`src/rtl/dehaze_frame_sched.sv`:
```
// Frame scheduler for the dark-channel stage: raster walk of the frame buffer,
// latency-matched valid/coordinate/framing strobes. Optional feature: DEHAZE_ATMOS_TRACK_EN.
module dehaze_frame_sched #(
    parameter int H_ACT   = 640,
    parameter int V_ACT   = 480,
    parameter int AW      = 19,
    parameter int MEM_LAT = 1,
    parameter int DC_LAT  = 2
) (
    input  logic          sys_clk,
    input  logic          sys_rst_n,
    input  logic          start,
    input  logic          abort,
    input  logic          hold,
    output logic          mem_rd_en,
    output logic [AW-1:0] mem_addr,
    input  logic [23:0]   mem_rdata,
    output logic [23:0]   picture_data,
    input  logic [7:0]    dark_in,
    output logic          dark_valid,
    output logic [9:0]    dark_x,
    output logic [8:0]    dark_y,
    output logic          dark_sof,
    output logic          dark_eol,
    output logic          dark_eof,
    output logic          busy,
    output logic          done,
    output logic [7:0]    atm_dark,
    output logic [AW-1:0] atm_addr
);

    localparam int            PL       = MEM_LAT + 1 + DC_LAT;
    localparam logic [AW-1:0] LAST_IDX = AW'(H_ACT * V_ACT - 1);
    localparam logic [AW-1:0] H_AW     = AW'(H_ACT);
    localparam logic [9:0]    X_LAST   = 10'(H_ACT - 1);
    localparam logic [8:0]    Y_LAST   = 9'(V_ACT - 1);

    typedef enum logic [1:0] {IDLE, RUN, DRAIN, DONE} state_t;

    state_t        state, state_nxt;
    logic [AW-1:0] rd_idx;
    logic [PL-1:0] vp;
    logic          start_ok;
    logic          kill;
    logic          rd_fire;

    assign start_ok = (state == IDLE) && start && !abort;
    assign kill     = (state != IDLE) && abort;

    always_ff @(posedge sys_clk or negedge sys_rst_n) begin
        if (!sys_rst_n) begin
            state <= IDLE;
        end else begin
            state <= state_nxt;
        end
    end

    // DRAIN ends in the cycle the last dark pixel is presented, so done follows it directly.
    always_comb begin
        state_nxt = state;
        rd_fire   = 1'b0;
        busy      = 1'b0;
        done      = 1'b0;
        case (state)
            IDLE: begin
                if (start_ok) state_nxt = RUN;
            end
            RUN: begin
                busy    = 1'b1;
                rd_fire = !hold;
                if (rd_fire && (rd_idx == LAST_IDX)) state_nxt = DRAIN;
            end
            DRAIN: begin
                busy = 1'b1;
                if (vp[PL-2:0] == '0) state_nxt = DONE;
            end
            DONE: begin
                done      = 1'b1;
                state_nxt = IDLE;
            end
            default: state_nxt = IDLE;
        endcase
        if (kill) state_nxt = IDLE;
    end

    assign mem_rd_en = rd_fire;
    assign mem_addr  = rd_idx;

    always_ff @(posedge sys_clk or negedge sys_rst_n) begin
        if (!sys_rst_n) begin
            rd_idx <= '0;
        end else if (kill || start_ok) begin
            rd_idx <= '0;
        end else if (rd_fire && (rd_idx != LAST_IDX)) begin
            rd_idx <= rd_idx + AW'(1);
        end
    end

    // Fixed-latency valid pipe: vp[MEM_LAT-1] marks mem_rdata valid, vp[MEM_LAT] picture_data.
    always_ff @(posedge sys_clk or negedge sys_rst_n) begin
        if (!sys_rst_n) begin
            vp           <= '0;
            picture_data <= '0;
        end else if (kill) begin
            vp           <= '0;
            picture_data <= '0;
        end else begin
            vp           <= {vp[PL-2:0], rd_fire};
            picture_data <= vp[MEM_LAT-1] ? mem_rdata : 24'd0;
        end
    end

    assign dark_valid = vp[PL-1];

    always_ff @(posedge sys_clk or negedge sys_rst_n) begin
        if (!sys_rst_n) begin
            dark_x <= '0;
            dark_y <= '0;
        end else if (kill || start_ok) begin
            dark_x <= '0;
            dark_y <= '0;
        end else if (dark_valid) begin
            if (dark_x == X_LAST) begin
                dark_x <= '0;
                dark_y <= (dark_y == Y_LAST) ? 9'd0 : dark_y + 9'd1;
            end else begin
                dark_x <= dark_x + 10'd1;
            end
        end
    end

    assign dark_sof = dark_valid && (dark_x == 10'd0) && (dark_y == 9'd0);
    assign dark_eol = dark_valid && (dark_x == X_LAST);
    assign dark_eof = dark_valid && (dark_x == X_LAST) && (dark_y == Y_LAST);

`ifdef DEHAZE_ATMOS_TRACK_EN
    // Strict compare keeps the earliest pixel on ties.
    always_ff @(posedge sys_clk or negedge sys_rst_n) begin
        if (!sys_rst_n) begin
            atm_dark <= '0;
            atm_addr <= '0;
        end else if (start_ok) begin
            atm_dark <= '0;
            atm_addr <= '0;
        end else if (dark_valid && (dark_in > atm_dark)) begin
            atm_dark <= dark_in;
            atm_addr <= AW'(dark_y) * H_AW + AW'(dark_x);
        end
    end
`else
    logic unused_dark_in;
    assign unused_dark_in = ^dark_in;
    assign atm_dark       = '0;
    assign atm_addr       = '0;
`endif

endmodule

```
`config.mk`:
```
export PLATFORM = sky130hd
export DESIGN_NAME = dehaze_frame_sched
export DESIGN_NICKNAME = d
export VERILOG_FILES = /design/src/rtl/dehaze_frame_sched.sv
export SDC_FILE = /design/constraint.sdc
export NUM_CORES = 1
export LEC_CHECK = 0
export CORE_ASPECT_RATIO = 2
export CORE_MARGIN = 2
export CORE_UTILIZATION = 46
export CTS_BUF_LIST = sky130_fd_sc_hd__clkbuf_4
export CTS_CLUSTER_DIAMETER = 120
export DETAILED_ROUTE_END_ITERATION = 6
export PLACE_DENSITY = 0.8
export RECOVER_POWER = 100
export SLEW_MARGIN = 40
export SYNTH_ARGS = -nofsm -noshare
export SYNTH_HDL_FRONTEND = slang
export SYNTH_SLANG_ARGS = --single-unit
```
`constraint.sdc`:
```
create_clock -name sys_clk -period 2.43 [get_ports sys_clk]
set_input_delay 0.486 -clock sys_clk [delete_from_list [all_inputs] [get_ports sys_clk]]
set_output_delay 0.486 -clock sys_clk [all_outputs]
set_load 0.02 [all_outputs]
```
Word level (Yosys, flattened, before mapping)
Cells that the tools add are included.

Reduce and logical (&&, ||, !) cells: 23. Mux-type cells: 20. $add $sub $neg: 3. Equal/unequal tests: 10.

Operators with widths (count): $mux W24 (2); $mux W19 (2); $mux W9 (4); $mux W10 (3); $add A19 B1 Y19 const B (1); $eq A19 B19 Y1 const B (1); $ne A19 B19 Y1 const B (1); $add A10 B1 Y10 const B (1); $eq A10 B10 Y1 const B (1); $logic_not A10 Y1 (1); $add A9 B1 Y9 const B (1); $eq A9 B9 Y1 const B (1); $logic_and A1 B1 Y1 (9); $logic_not A9 Y1 (1); $ne A3 B3 Y1 const B (3); $mux W2 (4); $pmux W2 S4 (1); $reduce_bool A2 Y1 (4); $eq A2 B2 Y1 const B (2); $mux W4 (1); $logic_not A3 Y1 (1); $mux W1 (3); $reduce_and A3 Y1 (1); $eq A2 B1 Y1 const B (1); other kinds (5) (6).

Logic and storage cells: 62. Register bits: 68. Input port bits: 37.

Depth between registers and ports, before layout
Gate-level depths: netlist of run 1.

Word-level depth: 6. Mapped depth: 7. Gate-level depth less buffers: 7.

Worst setup path after synthesis of run 1
OpenSTA, ideal clock, no wires.

Path type: reg-to-output. Start point: reg dark_x[0]. End point: out dark_eof. Path slack: 0.268 ns. Arrival: 1.676 ns. Buffers on the path: 1. Cell stages (with the launch flop): 6. Cells stage by stage: dfrtp_1 ha_1 and4_1 nand4_2 clkbuf_1 nor2_1.

Word-level cells in the longest chain between the ends: 3.

RTL lines: start, declared (line 21) `output logic [9:0] dark_x,`; start signal, assigned (line 127) `dark_x <= dark_x + 10'd1;`; $eq A10 B10 Y1 (line 134) `assign dark_eof = dark_valid && (dark_x == X_LAST) && (dark_y == Y_LAST);`; $logic_and A1 B1 Y1 (2 in series) (line 134); end, declared (line 25) `output logic dark_eof,`.

Every way passes these cells.

Worst setup path in the final report of run 1
Start point: reg dark_x[1]. End point: out dark_eol.

Word-level cells in the longest chain between the ends: 2.

RTL lines: $eq A10 B10 Y1 (line 133) `assign dark_eol = dark_valid && (dark_x == X_LAST);`; $logic_and A1 B1 Y1 (line 133); end, declared (line 24) `output logic dark_eol,`.

Every way passes these cells.

==> impl_metrics.csv, run 1 <==
group,metric,value,unit
final_layout,final_nets,524,
synth,synth_top_area_cell,"dfrtp_1",
clock_network,ctsHtreeMaxLevel,3,
final_layout,fillers,694,
clock_network,cts-buffers-inserted,9,
final_layout,drive_above_1_share,9.73,%
global_routing,grt_pass1_vias,3026,
flow_run,drv_cap,0,
clock_network,holdBufCountCts,0,
critical_path,startpoint_type,"flop",
routing,post_drt_via_cell_ratio,5.43,
run_status,status,"finished, final reports clean",
critical_path,critPathCaptureType,"output port",
global_routing,grt_max_degree,33,
routing,ant_nets,0,
sta,worst_slew_pin_slew,1210,ps
synth,avgSynthCellArea,9.84,um2
sta,hold_violations,0,
sta,fin_crit_sh,95.9,%
synth,synth_area_leaders,"dfrtp_1 47%, buf_4 5.6%, and3_1 4.7%",
routing,wl_per_cell,15.2,um
critical_path,worstPathRequired,1940,ps
routing,dr.pass1.iters,4,
critical_path,crit_fanout,5,
synth,synth_cell_types,54,
clock_network,clock_path_buffers,2,
synth,ys.flop_type,"dfrtp_1",
synth,yosysTopAreaCellShare,47.3,%
global_routing,grt_antenna_before_repair,1,
pwr,power,2.92,mW
sta,clock_skew,14.1,ps
routing,route.detailed.drc,0,
synth,synth_edf_count,0,
sta,period_needed,2330,ps
clock_network,tritoncts,"yes",
clock_network,numClockSinks,68,
sta,finalSetupViolCount,0,
floorplanning,dieArea,8590,um2
global_routing,grt_util_all_layers,21.6,%
routing,drt_iter0_markers,207,
clock_network,clockRootBuffer,"clkbuf_4",
final_layout,area.growth.synth_to_final,31.1,%
synth,synth_cells,366,
global_routing,grt_first_pass_wirelength,14.2,mm
floorplanning,die_y,129,um
routing,via_count,3139,
synth,ys_seq_elements,68,
sta,rsz0062_at_grt,"false",
clock_network,path_clk_slew,110,ps
synth,yosysSeqAreaShare,47.3,%
worst_hold_path,hp-class,"in -> async",
sta,drv_slew,0,
floorplanning,die_w,66.6,um
pwr,p_per_area,620,nW/um2
place,hpwl,6.63,mm
clock_network,clk_latency,430,ps
sta,relSlewSlack,19.1,%
floorplanning,io_pins,133,
floorplanning,num_rows,45,
floorplanning,core,7600,um2
synth,synth.most_common_cell,"dfrtp_1",
critical_path,worst_ep_arrival_time,1840,ps
sta,clock.fmax,429,MHz
sta,setup_tns,0,ps
critical_path,critPathKind,"reg -> out",
synth,yosysWarningCount,0,
synth,synthArstFlopShare,100,%
routing,routed_wl,8.81,mm
place,gp_congestion,0.869,
synth,synth_area,3600,um2
pwr,ir_worst_vdd,0.000467,V
floorplanning,start_util,47.4,%
place,io_buffers,97,
pwr,p_leak,2.39,nW
global_routing,gr-total-overflow,0,
synth,netlist_top_cells_count,"68 x dfrtp_1, 34 x nand2_1, 27 x and3_1, 27 x buf_4, 21 x nand3_1",
-- logic make-up (layout without fill, tap and decap cells) --
family,count (synthesis),in the layout,share of synthesized area [%]
other,1,28,0.104
XOR/XNOR,5,5,1.22
adder cells (fa/ha/maj),9,9,3.13
AND/OR/NAND/NOR,167,167,27.4
flip-flops,68,68,47.3
multiplexers,9,9,2.50
buffers and inverters,52,143,8.86
AO/OA/AOI/OAI,55,55,9.49
-- state kept, by name, indices dropped and copies added, names as in the netlist --
name and cells:
dark_x 10, state 2, mem_addr 19, dark_y 9
vp 4, picture_data 24
-- worst paths after layout --
kind / start / to / slack (ps) / depth (start not counted)
hold / removal: sys_rst_n / dark_y[6]$_DFFE_PN0P_ / 280 / 1
max in group asynchronous: sys_rst_n / mem_addr[4]$_DFFE_PN0P_ / 780 / 2
setup / recovery: dark_x[1]$_DFFE_PN0P_ / dark_eol / 100 / 5
hold reg to reg: vp[2]$_DFF_PN0_ / vp[3]$_DFF_PN0_ / 520 / 1
setup reg to reg: mem_addr[16]$_DFFE_PN0P_ / mem_addr[4]$_DFFE_PN0P_ / 230 / 5
min in group sys_clk: vp[2]$_DFF_PN0_ / vp[3]$_DFF_PN0_ / 520 / 1
-- cell usage in the layout (no fill, tap or decap), drive strengths merged, types with 14 or more instances in the layout --
master          n
nand4          14
a21oi          21
conb           27
nand3          21
or3            14
clkbuf         17
nand2          34
dfrtp          68
dlygate4sd3    64
and3           28
clkdlybuf4s50  27
o21ai          18
-- metrics by stage --
step	hold WS, ps	instance area (um2)	worst slack [ps]	std cells	util (%)
final	284	4720	101	578	62.1
after global placement	470	4640	153	559	61.0
after CTS	28.0	4760	3.03	575	62.6
after detailed placement	480	4640	93.1	559	61.0
after floorplan	190	3700	268	392	-
after global routing	364	4720	7.60	578	62.1
-- layer usage --
| layer | vias up | GRT usage [%] | routed length [um] | share of wire (%) |
|---|---|---|---|---|
| met4 | 0 | 9.12 | 195 | 2.2 |
| met2 | 119 | 38.1 | 4890 | 55 |
| met5 | - | 0 | 0 | 0 |
| met3 | 17 | 6.68 | 567 | 6.4 |
| li1 | 1494 | - | - | - |
| met1 | 1509 | 23.5 | 3160 | 36 |
-- repair_timing --
| action | in CTS | in global routing |
|---|---|---|
| buffers inserted | 0 | 2 |
| setup endpoints to repair | 4 | 4 |
| resized for setup | 6 | 7 |
-- critical path, cell delays in order (launching register included) --
cell and delay [ps]:
dfrtp_1 410, ha_1 230, and4_1 240, nand4_2 150, inv_1 70, dlygate4sd2_1 330
-- layout make-up --
type | count | area, um2 | area share, %
Timing Repair Buffer | 114 | 1060 | 22.5
Antenna cell | 1 | 2.50 | 0.0530
Inverter | 13 | 48.8 | 1.03
Sequential cell | 68 | 1700 | 36.1
Tap cell | 94 | 118 | 2.49
Multi-Input combinational cell | 272 | 1660 | 35.2
Clock inverter | 7 | 57.6 | 1.22
Clock buffer | 9 | 67.6 | 1.43
-- report_power, final --
group | internal (mW) | switching (mW)
sequential | 1.23 | 0.0814
combinational | 0.350 | 0.563
clock | 0.300 | 0.403
total | 1.88 | 1.05
(Power assumes the default switching activity.)
==> run 2: changes to the inputs <==
--- a/config.mk
+++ b/config.mk
@@ -11,7 +11,7 @@
 export CTS_BUF_LIST = sky130_fd_sc_hd__clkbuf_4
 export CTS_CLUSTER_DIAMETER = 120
 export DETAILED_ROUTE_END_ITERATION = 6
-export PLACE_DENSITY = 0.8
+export PLACE_DENSITY = 0.81
 export RECOVER_POWER = 100
 export SLEW_MARGIN = 40
 export SYNTH_ARGS = -nofsm -noshare
==> constraint.sdc (replaced) <==
create_clock -name sys_clk -period 2.18 [get_ports sys_clk]
set_input_delay 0.436 -clock sys_clk [delete_from_list [all_inputs] [get_ports sys_clk]]
set_output_delay 0.436 -clock sys_clk [all_outputs]
set_load 0.02 [all_outputs]
==> run 2 against run 1 <==
  * The run now ends with capacitance limit, slew limit left
  * Cell count is 3.1% higher
  * Setup slack worse by 49 ps
  * Largest cell class unchanged
  * Core utilization is 1.9 points higher
  * Routed wire length is 1.6% higher
  * Die area stayed put
  * Non-clock buffer count is 18 higher
  * Sequential cell count stayed put
  * Sequential share of layout area is 1.1 points lower
  * Critical path type unchanged
==> impl_metrics.csv, run 2 (synthesis results as in run 1) <==
group,metric,value,unit
critical_path,startpoint_type,"flop",
place,gp_congestion,0.911,
final_layout,finalInstanceArea,4860,um2
final_layout,final_nets,542,
routing,via_count,3253,
sta,drv_slew,69,
clock_network,path_clk_slew,110,ps
pwr,p_per_area,687,nW/um2
clock_network,tritoncts,"yes",
place,io_buffers,97,
final_layout,fillers,662,
global_routing,grt_antenna_before_repair,1,
run_status,status,"finished with violations",
routing,route.detailed.drc,0,
pwr,p_leak,2.43,nW
global_routing,grt_util_all_layers,22.3,%
global_routing,use_met3,6.51,%
critical_path,crit_chain,"inv_1 > ha_1 > nor4b_2 > nand2_1 > nor2_1 > buf_4",
sta,finalSetupViolCount,0,
critical_path,worstPathRequired,1740,ps
global_routing,gr-total-overflow,0,
routing,drt_iter0_markers,196,
sta,setup_tns,0,ps
floorplanning,core,7600,um2
global_routing,use_met2,41.4,%
critical_path,worst_ep_arrival_time,1690,ps
floorplanning,die_y,129,um
sta,period_needed,2130,ps
final_layout,mostFrequentLayoutCells,"68 x dfrtp_1, 54 x dlygate4sd3_1, 37 x clkdlybuf4s50_1",
final_layout,final_cells,596,
routing,dr.pass1.iters,6,
sta,clock.fmax,470,MHz
worst_hold_path,hp-class,"reg -> reg",
global_routing,grtUsageMet1,21.6,%
floorplanning,io_pins,133,
floorplanning,dieArea,8590,um2
critical_path,crit_slowest_cell,"dfrtp_1",
flow_run,drv_cap,1,
critical_path,crit_fanout,5,
clock_network,clk_latency,420,ps
sta,hold_violations,0,
pwr,ir_worst_vdd,0.000430,V
sta,relSlewSlack,-11.4,%
critical_path,path_buf_inv,2,
final_layout,final_common_cell,"dfrtp_1",
floorplanning,start_util,47.4,%
clock_network,ctsHtreeMaxLevel,3,
place,place_area,4760,um2
critical_path,critPathMaxStageDelay,460,ps
floorplanning,num_rows,45,
sta,rsz0062_at_grt,"true",
critical_path,critPathTopFamily,"flip-flops",
final_layout,area.growth.synth_to_final,35.1,%
global_routing,grt.busiest_layer,"met2",
run_status,violations,"capacitance limit, slew limit",
final_layout,largest_reg_flops,24,
critical_path,critPathKind,"reg -> out",
clock_network,clockRootBuffer,"clkbuf_4",
routing,wl_per_cell,15.0,um
place,hpwl,6.78,mm
critical_path,critPathCaptureType,"output port",
routing,post_drt_via_cell_ratio,5.46,
sta,fin_crit_sh,97.6,%
global_routing,grt_first_pass_wirelength,14.6,mm
place,dp_cells,575,
sta,clock_skew,13.3,ps
clock_network,clock_path_buffers,2,
routing,routed_wl,8.96,mm
clock_network,cts-buffers-inserted,9,
pwr,power,3.34,mW
final_layout,regMostFlops,"picture_data",
final_layout,drive_above_1_share,12.4,%
global_routing,grt_pass1_vias,3219,
sta,worst_slew_pin_slew,1670,ps
clock_network,numClockSinks,68,
routing,ant_nets,0,
global_routing,grt_max_degree,69,
floorplanning,die_w,66.6,um
-- run 2: changes by cell type in the layout (fill, tap and decap cells not counted), sizes merged --
cell           delta
clkbuf           +14
clkdlybuf4s50    +10
dlygate4sd3      -10
buf               +9
clkinv            -4
dlygate4sd2       -1
-- run 2: report_power, final --
group	switching, mW	total [mW]	internal, mW
clock	0.418	0.814	0.396
sequential	0.0842	1.45	1.37
combinational	0.654	1.08	0.424
total	1.16	3.34	2.19
-- run 2: repair_timing --
action / in CTS / in global routing
gates resized for setup: 19 / 6
endpoints found under the hold margin: 0 / 0
pin swaps: 2 / 1
buffers inserted: 3 / 1
hold buffers: 0 / 0
endpoints found under the setup margin: 5 / 7
-- run 2: per-stage QoR --
step | setup WS, ps | hold WS [ps] | util (%)
2_1_floorplan | 68.3 | 140 | -
3_3_place_gp | -37.9 | 469 | 62.6
3_5_place_dp | -78.4 | 478 | 62.6
4_1_cts | -21.1 | 16.6 | 64.9
5_1_grt | -66.7 | 519 | 64.0
6_report | 51.4 | 489 | 64.0
-- run 2: layer usage --
metal	routed length (um)	part of all wire, %
met1	3000	33
met2	5310	59
met3	496	5.5
met4	147	1.6
met5	0	0
-- run 2: layout make-up --
class / count / area, um2 / area share (%)
diodes: 1 / 2.50 / 0.0515
flip-flops and latches: 68 / 1700 / 35.0
clock inverters: 3 / 37.5 / 0.772
clock buffers: 13 / 97.6 / 2.01
repair buffers: 132 / 1170 / 24.0
inverters: 13 / 48.8 / 1.00
multi-input cells: 272 / 1690 / 34.8
well taps: 94 / 118 / 2.42
-- run 2: final timing paths --
path	slack [ps]	end	cells past startpoint	start
min reg2reg	490	vp[3]$_DFF_PN0_	1	vp[2]$_DFF_PN0_
max reg2reg	160	mem_addr[7]$_DFFE_PN0P_	5	mem_addr[16]$_DFFE_PN0P_
min in group asynchronous	530	dark_x[7]$_DFFE_PN0P_	2	sys_rst_n
max	50	dark_sof	6	dark_y[1]$_DFFE_PN0P_
min	490	vp[3]$_DFF_PN0_	1	vp[2]$_DFF_PN0_
max in group asynchronous	650	mem_addr[17]$_DFFE_PN0P_	2	sys_rst_n
